===== src/rtl/audio_pkg.sv =====
// Shared definitions for the I2S audio transmit path.
// Contents: clock/default localparams, FSM state type, and the
// offset-binary to two's-complement sample conversion helper.
package audio_pkg;
  localparam int CLOCK_FREQ       = 50_000_000;
  localparam int DEF_CLOCK_DIV    = 15;
  localparam int DEF_SAMPLE_WIDTH = 16;
  localparam logic [7:0] SILENCE  = 8'h80;

  typedef enum logic {IDLE, RUN} i2s_state_t;

  // Top byte of the two's-complement word; the caller left-justifies it
  // into SAMPLE_WIDTH bits.
  function automatic logic signed [7:0] to_signed_word(input logic [7:0] sample);
    return sample ^ 8'h80;
  endfunction
endpackage


===== src/rtl/sample_fifo.sv =====
// Synchronous FIFO, power-of-2 depth, async active-high reset.
// A write while full is accepted when a pop happens in the same cycle.
// Ports: clock, reset, wr_en/wr_data, rd_en, rd_data (show-ahead), full, empty.
module sample_fifo #(
  parameter int WIDTH = 8,
  parameter int DEPTH = 4
) (
  input  logic             clock,
  input  logic             reset,
  input  logic             wr_en,
  input  logic [WIDTH-1:0] wr_data,
  input  logic             rd_en,
  output logic [WIDTH-1:0] rd_data,
  output logic             full,
  output logic             empty
);
  localparam int AW = (DEPTH > 1) ? $clog2(DEPTH) : 1;

  logic [DEPTH-1:0][WIDTH-1:0] mem;
  logic [AW:0] wr_ptr, rd_ptr;
  logic do_wr, do_rd;

  // Extra pointer MSB distinguishes full from empty.
  assign empty   = (wr_ptr == rd_ptr);
  assign full    = (wr_ptr[AW] != rd_ptr[AW]) && (wr_ptr[AW-1:0] == rd_ptr[AW-1:0]);
  assign do_rd   = rd_en && !empty;
  assign do_wr   = wr_en && (!full || do_rd);
  assign rd_data = mem[rd_ptr[AW-1:0]];

  always_ff @(posedge clock or posedge reset) begin
    if (reset) begin
      wr_ptr <= '0;
      rd_ptr <= '0;
    end else begin
      if (do_wr) wr_ptr <= wr_ptr + (AW+1)'(1);
      if (do_rd) rd_ptr <= rd_ptr + (AW+1)'(1);
    end
  end

  always_ff @(posedge clock) begin
    if (do_wr) mem[wr_ptr[AW-1:0]] <= wr_data;
  end
endmodule


===== src/rtl/audio_i2s_tx.sv =====
// Mono I2S transmitter: buffers 8-bit offset-binary samples in a FIFO,
// converts each to a SAMPLE_WIDTH two's-complement word and sends it in
// both the left and right slots. BCLK/LRCLK are divided from clock.
// Ports: clock, reset (async, active-high), enable, sample_in/sample_valid,
//   clear_flags, i2s_bclk/i2s_lrclk/i2s_sdata, sticky overflow/underflow,
//   running (FSM in RUN).
// Option: define AUDIO_TX_ATTEN_EN to add atten[2:0], an arithmetic right
//   shift applied to the word, sampled only when a frame is loaded.
module audio_i2s_tx
  import audio_pkg::*;
#(
  parameter int CLOCK_DIV    = DEF_CLOCK_DIV,
  parameter int SAMPLE_WIDTH = DEF_SAMPLE_WIDTH,
  parameter int FIFO_DEPTH   = 4
) (
  input  logic       clock,
  input  logic       reset,
  input  logic       enable,
  input  logic [7:0] sample_in,
  input  logic       sample_valid,
  input  logic       clear_flags,
`ifdef AUDIO_TX_ATTEN_EN
  input  logic [2:0] atten,
`endif
  output logic       i2s_bclk,
  output logic       i2s_lrclk,
  output logic       i2s_sdata,
  output logic       overflow,
  output logic       underflow,
  output logic       running
);
  localparam int FRAME_W = 2 * SAMPLE_WIDTH;
  localparam int CW      = $clog2(FRAME_W);
  localparam int DW      = $clog2(CLOCK_DIV + 1);

  i2s_state_t state, state_nxt;
  logic [DW-1:0]      div;
  logic [CW-1:0]      bit_cnt, next_bit, bit_idx;
  logic [FRAME_W-1:0] cur_frame;
  logic [7:0]         last_sample, fifo_dout, src_sample;
  logic               fifo_full, fifo_empty;
  logic               tc, fall, slot0, stop, pop;
  logic signed [SAMPLE_WIDTH-1:0] word, word_sh;

  sample_fifo #(.WIDTH(8), .DEPTH(FIFO_DEPTH)) u_fifo (
    .clock   (clock),
    .reset   (reset),
    .wr_en   (sample_valid),
    .wr_data (sample_in),
    .rd_en   (pop),
    .rd_data (fifo_dout),
    .full    (fifo_full),
    .empty   (fifo_empty)
  );

  assign tc       = (div == DW'(CLOCK_DIV - 1));
  assign fall     = (state == RUN) && tc && i2s_bclk;
  assign next_bit = (bit_cnt == CW'(FRAME_W - 1)) ? '0 : bit_cnt + CW'(1);
  assign slot0    = fall && (next_bit == '0);
  assign stop     = slot0 && !enable;
  assign pop      = slot0 && enable && !fifo_empty;
  // Slot b (b>=1) carries frame bit FRAME_W-b: one BCLK behind LRCLK.
  assign bit_idx  = CW'(FRAME_W - 1) - (next_bit - CW'(1));
  assign running  = (state == RUN);

  // Empty FIFO at a frame boundary repeats the previous sample.
  assign src_sample = fifo_empty ? last_sample : fifo_dout;
  assign word       = SAMPLE_WIDTH'(to_signed_word(src_sample)) <<< (SAMPLE_WIDTH - 8);
`ifdef AUDIO_TX_ATTEN_EN
  assign word_sh    = word >>> atten;
`else
  assign word_sh    = word;
`endif

  always_ff @(posedge clock or posedge reset) begin
    if (reset) state <= IDLE;
    else       state <= state_nxt;
  end

  always_comb begin
    state_nxt = state;
    case (state)
      IDLE: if (enable && !fifo_empty) state_nxt = RUN;
      RUN:  if (stop) state_nxt = IDLE;
    endcase
  end

  always_ff @(posedge clock or posedge reset) begin
    if (reset) begin
      div         <= '0;
      i2s_bclk    <= 1'b0;
      i2s_lrclk   <= 1'b0;
      i2s_sdata   <= 1'b0;
      bit_cnt     <= CW'(FRAME_W - 1);
      cur_frame   <= '0;
      last_sample <= SILENCE;
    end else if (state == IDLE) begin
      div      <= '0;
      i2s_bclk <= 1'b0;
    end else begin
      div <= tc ? '0 : div + DW'(1);
      if (tc) i2s_bclk <= ~i2s_bclk;
      if (fall) begin
        i2s_lrclk <= (next_bit >= CW'(SAMPLE_WIDTH));
        if (!slot0) begin
          bit_cnt   <= next_bit;
          i2s_sdata <= cur_frame[bit_idx];
        end else begin
          // Right LSB of the outgoing frame; on a stop bit_cnt stays at
          // FRAME_W-1 so the next start lands on slot 0.
          i2s_sdata <= cur_frame[0];
          if (enable) begin
            bit_cnt     <= next_bit;
            last_sample <= src_sample;
            cur_frame   <= {word_sh, word_sh};
          end
        end
      end
    end
  end

  // Clear wins over a same-cycle set.
  always_ff @(posedge clock or posedge reset) begin
    if (reset) begin
      overflow  <= 1'b0;
      underflow <= 1'b0;
    end else if (clear_flags) begin
      overflow  <= 1'b0;
      underflow <= 1'b0;
    end else begin
      if (sample_valid && fifo_full && !pop) overflow  <= 1'b1;
      if (slot0 && enable && fifo_empty)     underflow <= 1'b1;
    end
  end
endmodule


===== config.mk =====
export PLATFORM = sky130hd
export DESIGN_NAME = audio_i2s_tx
export DESIGN_NICKNAME = d
export VERILOG_FILES = /design/src/rtl/audio_pkg.sv /design/src/rtl/sample_fifo.sv /design/src/rtl/audio_i2s_tx.sv
export SDC_FILE = /design/constraint.sdc
export NUM_CORES = 1
export LEC_CHECK = 0
export CAP_MARGIN = 20
export CORE_ASPECT_RATIO = 0.7
export CORE_MARGIN = 2
export CORE_UTILIZATION = 31
export CTS_CLUSTER_DIAMETER = 50
export CTS_CLUSTER_SIZE = 16
export DETAILED_ROUTE_END_ITERATION = 16
export SETUP_SLACK_MARGIN = 0.5
export SLEW_MARGIN = 10
export SYNTH_ARGS = -nofsm -noshare
export SYNTH_HDL_FRONTEND = slang
export SYNTH_HIERARCHICAL = 1
export SYNTH_SLANG_ARGS = --single-unit
export TNS_END_PERCENT = 50

===== constraint.sdc =====
create_clock -name clock -period 5.97 [get_ports clock]
set_input_delay 0.8955 -clock clock [delete_from_list [all_inputs] [get_ports clock]]
set_output_delay 0.8955 -clock clock [all_outputs]
set_load 0.005 [all_outputs]

=== After elaboration in Yosys (flattened, before gate mapping) ===
Cells that the tools add are included.

* Reductions and logical operators: 25
* Multiplexer cells: 23
* Bitwise gates (word level): 3
* Add/sub/neg operators: 6
* $lt $le $gt $ge: 5
* Equality and inequality tests: 7

{| class="wikitable"
|+ Operators with widths
! cell !! number
|-
| $bwmux W32 || 1
|-
| $mux W8 || 3
|-
| $bmux W8 S2 || 1
|-
| $demux W8 S2 || 1
|-
| $mux W5 || 3
|-
| $logic_and A1 B1 Y1 || 14
|-
| $mux W1 || 10
|-
| $mux W4 || 2
|-
| $add A3 B1 Y3 const B || 2
|-
| $lt A2 B3 Y1 const B || 2
|-
| $lt A5 B6 Y1 const B || 1
|-
| $add A5 B1 Y5 const B || 1
|-
| $bmux W1 S5 || 1
|-
| $eq A5 B5 Y1 const B || 1
|-
| $ge A5 B5 Y1 const B || 1
|-
| $logic_not A5 Y1 || 1
|-
| $sub A5 B1 Y5 const B || 1
|-
| $sub A5 B5 Y5 const A || 1
|-
| $add A4 B1 Y4 const B || 1
|-
| $eq A4 B4 Y1 const B || 1
|-
| $logic_not A1 Y1 || 4
|-
| $reduce_and A4 Y1 || 1
|-
| $reduce_bool A2 Y1 || 2
|-
| $eq A3 B3 Y1 || 1
|-
| other kinds (10) || 12
|}

* Word-level logic and storage cells: 85
* Flip-flop bits (word level): 77
* Output and inout port bits: 6
* Input bits: 13

=== Depth between registers and ports, before layout ===
* Depth after elaboration: 10
* Depth in mapped cells: 16
* Mapped depth without buffers: 14

=== Cells and area by module ===
Netlist, hierarchy kept.

{| class="wikitable"
|+ By module, submodules not included
! module !! times used !! area each (um^2) !! cells an instance !! seq. area each (um^2)
|-
| sample_fifo || 1 || 1671.6 || 96 || 1111.1
|-
| audio_i2s_tx || 1 || 1265.0 || 113 || 608.1
|}

=== Worst setup path after synthesis ===
No wires, ideal clock.

* Path type: reg2reg
* Start: register bit_cnt[0]
* End: register u_fifo.rd_ptr[1]
* Arrival: 3161 ps
* Period minus slack after synthesis: 3286 ps
* Required time: 5845 ps
* Path slack: 2684 ps
* Setup time: 125 ps
* Cell stages (with the launch flop): 17
* Buffers on the path: 2
* Cells stage by stage: dfstp_2 -> ha_1 -> and3_2 -> ha_1 -> buf_4 -> nor2_1 -> inv_1 -> ha_1 -> nor2b_1 -> o21ai_1 -> nor3_4 -> nand3_4 -> inv_1 -> clkbuf_1 -> inv_1 -> a31oi_1 -> mux2_2

* Word-level cells in the longest chain between the ends: 7
* Elaborated cells on any way between the ends: 8
* Classes of those cells: add/sub (1); eq/ne (1); mux (1); reduce/logical (5)

{| class="wikitable"
|+ RTL lines
! item !! line !! RTL
|-
| start, declared || audio_i2s_tx.sv:38 || <nowiki>logic [CW-1:0] bit_cnt, next_bit, bit_idx;</nowiki>
|-
| start signal, assigned || audio_i2s_tx.sv:94 || <nowiki>bit_cnt <= CW'(FRAME_W - 1);</nowiki>
|-
| start signal, assigned || audio_i2s_tx.sv:106 || <nowiki>bit_cnt <= next_bit;</nowiki>
|-
| start signal, assigned || audio_i2s_tx.sv:113 || <nowiki>bit_cnt <= next_bit;</nowiki>
|-
| $add A5 B1 Y5 or $eq A5 B5 Y1 (tied branches) || audio_i2s_tx.sv:58 || <nowiki>assign next_bit = (bit_cnt == CW'(FRAME_W - 1)) ? '0 : bit_cnt + CW'(1);</nowiki>
|-
| $mux W5 (*) || audio_i2s_tx.sv:58 ||
|-
| $logic_not A5 Y1 (*) || audio_i2s_tx.sv:59 || <nowiki>assign slot0 = fall && (next_bit == '0);</nowiki>
|-
| $logic_and A1 B1 Y1 (*) || audio_i2s_tx.sv:59 ||
|-
| $logic_and A1 B1 Y1 (*) (2 in a row) || audio_i2s_tx.sv:61 || <nowiki>assign pop = slot0 && enable && !fifo_empty;</nowiki>
|-
| net pop || audio_i2s_tx.sv:42 || <nowiki>logic tc, fall, slot0, stop, pop;</nowiki>
|-
| $logic_and A1 B1 Y1 (*) || sample_fifo.sv:26 || <nowiki>assign do_rd = rd_en && !empty;</nowiki>
|-
| end signal, assigned || sample_fifo.sv:36 || <nowiki>if (do_rd) rd_ptr <= rd_ptr + (AW+1)'(1);</nowiki>
|-
| end, declared || sample_fifo.sv:20 || <nowiki>logic [AW:0] wr_ptr, rd_ptr;</nowiki>
|}

The timed path passes the listed nets; every way through them passes the cells marked *.
A chain may end at the register's enable or synchronous reset.

=== Worst setup path after layout ===
* Start: register bit_cnt[0]
* End: register u_fifo/mem[12] (netlist bit), enable pin

* Word-level cells in the longest chain between the ends: 9
* Elaborated cells on any way between the ends: 10
* Classes of those cells: add/sub (1); eq/ne (1); mux (1); reduce/logical (7)

{| class="wikitable"
|+ RTL lines
! item !! line !! RTL
|-
| $add A5 B1 Y5 or $eq A5 B5 Y1 (tied branches) || audio_i2s_tx.sv:58 ||
|-
| $mux W5 (*) || audio_i2s_tx.sv:58 ||
|-
| $logic_not A5 Y1 (*) || audio_i2s_tx.sv:59 ||
|-
| $logic_and A1 B1 Y1 (*) || audio_i2s_tx.sv:59 ||
|-
| $logic_and A1 B1 Y1 (*) (2 in a row) || audio_i2s_tx.sv:61 ||
|-
| net pop || audio_i2s_tx.sv:42 ||
|-
| $logic_and A1 B1 Y1 (*) || sample_fifo.sv:26 ||
|-
| $logic_or A1 B1 Y1 (*) || sample_fifo.sv:27 || <nowiki>assign do_wr = wr_en && (!full || do_rd);</nowiki>
|-
| $logic_and A1 B1 Y1 (*) || sample_fifo.sv:27 ||
|-
| end signal, assigned by index || sample_fifo.sv:41 || <nowiki>if (do_wr) mem[wr_ptr[AW-1:0]] <= wr_data;</nowiki>
|-
| end, declared || sample_fifo.sv:19 || <nowiki>logic [DEPTH-1:0][WIDTH-1:0] mem;</nowiki>
|}

Marked as above.

==> impl_metrics.py <==
metrics = {
    "power": {
        "power_w": 0.00123,
        "leakagePower_nw": 1.44,
        "ir_drop_uv": 164,
        "power_density_nw_per_um2": 347,
    },
    "setup_path": {
        "critPathMostFrequentCell": "ha_1",
        "r2r.worst_path.cells": 13,
        "critPathLaunchType": "flip-flop",
        "cpMaxStageDelayCell": "dfstp_2",
        "max_stage_delay_ns": 0.57,
        "cp-end-kind": "flip-flop",
        "critPathMaxFanout": 11,
        "critPathKind": "reg -> reg",
        "cp.arrival_ns": 3.91,
        "crit_chain": "ha_1 > and3_2 > ha_1 > nor2_1 > inv_1 > ha_1 > nor2b_1 > o21ai_1 > nor3_4 > nand3_4 > inv_1 > o41ai_4 > nor2_1",
        "path_delay_family": "simple AND/OR/NAND/NOR gates",
        "cp_num_buf_inv": 2,
        "cp_num_cells": 13,
        "required_ns": 5.93,
    },
    "route": {
        "vias": 1687,
        "drt_drc_violations_left": 0,
        "dr.pass1.iters": 4,
        "drt_iter0_drc": 161,
        "wire_per_inst_um": 13.9,
        "ant_nets": 0,
        "drt_wl_total_um": 5060,
        "vias_per_cell": 4.65,
    },
    "floorplanning": {
        "start_util_pct": 32.1,
        "rows": 29,
        "core_um2": 9140,
        "die-area_um2": 10300,
        "die_x_um": 120,
        "io_pins": 19,
        "die-height_um": 85.4,
    },
    "placement": {
        "dp_slack_ns": 1.99,
        "io_buffers": 18,
        "place_area_um2": 3250,
        "gp_congestion": 0.769,
        "hpwl_um": 3570,
        "placedCellCount": 347,
    },
    "yosys": {
        "async_flop_share_pct": 48.4,
        "synth_cell_types": 44,
        "synth_most_common_cell": "edfxtp_1",
        "syn_nets": 232,
        "seq_area_frac_synth_pct": 58.5,
        "synth_top_flop_cell": "edfxtp_1",
        "synth-seq-cells": 62,
        "synthCells": 209,
        "syn_area_um2": 2940,
        "synth.area.top_cells": "edfxtp_1 (33%), dfrtp_1 (20%), mux4_2 (6.9%)",
        "yosysWarnings": 6,
        "post_synth.cell_area_avg_um2": 14.1,
        "synth_area_leader_cell": "edfxtp_1",
        "synth.top_cell.area_share_pct": 32.7,
        "synth_edf_count": 32,
        "ys_top_cells_by_count": "edfxtp_1 (32), dfrtp_1 (24), nand2_1 (19)",
    },
    "timing": {
        "final_hold_viol_count": 0,
        "timing.final.crit_share_pct": 66.2,
        "rsz0062_at_grt": "no",
        "tightestPinTransition_ns": 0.902,
        "relSlewSlack_pct": 39.8,
        "max_freq_mhz": 253,
        "layout_setup_ws_ns": 2.02,
        "fin_crit_ns": 3.95,
        "skew_ns": 0.00431,
        "tns_ns": 0,
        "finalSetupViolCount": 0,
        "drv_slew": 0,
    },
    "grt": {
        "grt_pass1_wl_um": 8540,
        "grt.overflow.total": 0,
        "grt_pass1_vias": 1650,
        "grt_antenna_before_repair": 0,
        "gr-usage-all-layers_pct": 11.3,
        "grt_max_degree": 25,
    },
    "cts": {
        "cts_sinks": 62,
        "hold_buffers": 0,
        "clockBufferDepth": 2,
        "cts_root_buf": "clkbuf_16",
        "cts_buffers": 9,
        "cts_tree": "done",
        "path_clk_slew_ns": 0.05,
        "cts-resized-gates": 0,
        "post_cts_buffers": 0,
        "htreeDepth": 3,
        "clock_latency_ns": 0.33,
    },
    "cells_and_area": {
        "instances_no_fill": 363,
        "stdcell_area_um2": 3550,
        "layout-drive-gt1-share_pct": 21.8,
        "final_nets": 257,
        "antenna_cells": 0,
        "area_growth_pct": 20.9,
    },
    "hold_path": {
        "hold_path_class": "reg -> reg",
        "hold_depth": 2,
    },
    "outcome": {
        "outcome": "complete, no violations",
    },
    "flow_run": {
        "maxCapViolations": 0,
    },
}
[final cells by class]
class / instances / area [um2]
clock buffers: 9 / 225
inverters: 17 / 63.8
multi-input cells: 126 / 1130
fillers: 840 / 5590
clock inverters: 7 / 75.1
repair buffers: 18 / 180
well taps: 124 / 155
flip-flops and latches: 62 / 1720
[metal layers]
layer  track usage [%]  up-vias  share of wire, %  wire length (um)
met3              6.32        5               5.8               294
met2              15.2       36                41              2070
li1                  -      816                 -                 -
met1              15.4      830                52              2640
met4              3.17        0               1.0                51
met5                 0        -                 0                 0
[where the power goes]
| part | leakage, nW | total [W] | switching [W] | internal [W] |
|---|---|---|---|---|
| combinational | 0.642 | 0.000175 | 0.000101 | 0.0000741 |
| sequential | 0.658 | 0.000546 | 0.0000335 | 0.000513 |
| clock | 0.139 | 0.000511 | 0.000188 | 0.000323 |
| total | 1.44 | 0.00123 | 0.000322 | 0.000910 |
[path summary, 6_finish.rpt]
kind                       slack, ns  startpoint                to
max                             2.02  bit_cnt[0]    u_fifo/mem[12]
min                             0.47  bit_cnt[4]        bit_cnt[4]
max reg2reg                     2.02  bit_cnt[0]    u_fifo/mem[12]
min reg2reg                     0.47  bit_cnt[4]        bit_cnt[4]
max in group asynchronous       4.32       reset    last_sample[1]
min in group asynchronous       0.81       reset  u_fifo/wr_ptr[2]
[registers in the layout, summed over array words and instances, names as in the netlist]
signal	flops
u_fifo/mem	32
last_sample	8
bit_cnt	5
div	4
u_fifo/rd_ptr	3
u_fifo/wr_ptr	3
cur_frame	1
i2s_bclk	1
i2s_lrclk	1
i2s_sdata	1
overflow	1
running	1
underflow	1
[worst min-delay path, cell delays in order, from the launching register on]
cell and delay (ns):
dfstp_2 0.37, nand2_1 0.05, nand2_1 0.05
[cell families (layout without fill, tap and decap cells)]
kind of cell / Yosys count / after routing / share of synthesized area [%]
AO/OA/AOI/OAI: 28 / 28 / 6.56
XOR/XNOR: 9 / 9 / 3.45
adder cells (fa/ha/maj): 10 / 10 / 4.26
buffers and inverters: 21 / 51 / 2.90
flip-flops: 62 / 62 / 58.5
multiplexers: 25 / 25 / 14.7
AND/OR/NAND/NOR: 54 / 54 / 9.55
[cells in the final DEF, fill, tap and decap left out, drive strengths merged]
master	count
a21boi	1
a21oi	3
a31oi	6
and3	3
bufinv	1
clkbuf	9
clkdlybuf4s50	18
clkinv	4
clkinvlp	2
dfrtp	24
dfstp	6
edfxtp	32
ha	10
inv	17
mux2	13
mux2i	2
mux4	10
nand2	19
nand2b	1
nand3	4
nand3b	1
nand4	1
nand4b	1
nor2	16
nor2b	2
nor3	3
nor3b	1
nor4	1
o211ai	3
o21ai	10
o311ai	2
o31ai	2
o41ai	1
or4	1
xnor2	6
xor2	3
[stage by stage]
step                utilization (%)  hold WS (ns)
CTS                            38.8         0.475
detailed placement             35.6         0.466
global placement               35.6         0.455
global route                   38.8         0.495
floorplan                         -         0.441
finish                         38.8         0.470
Power figures use the tool's default switching activity.
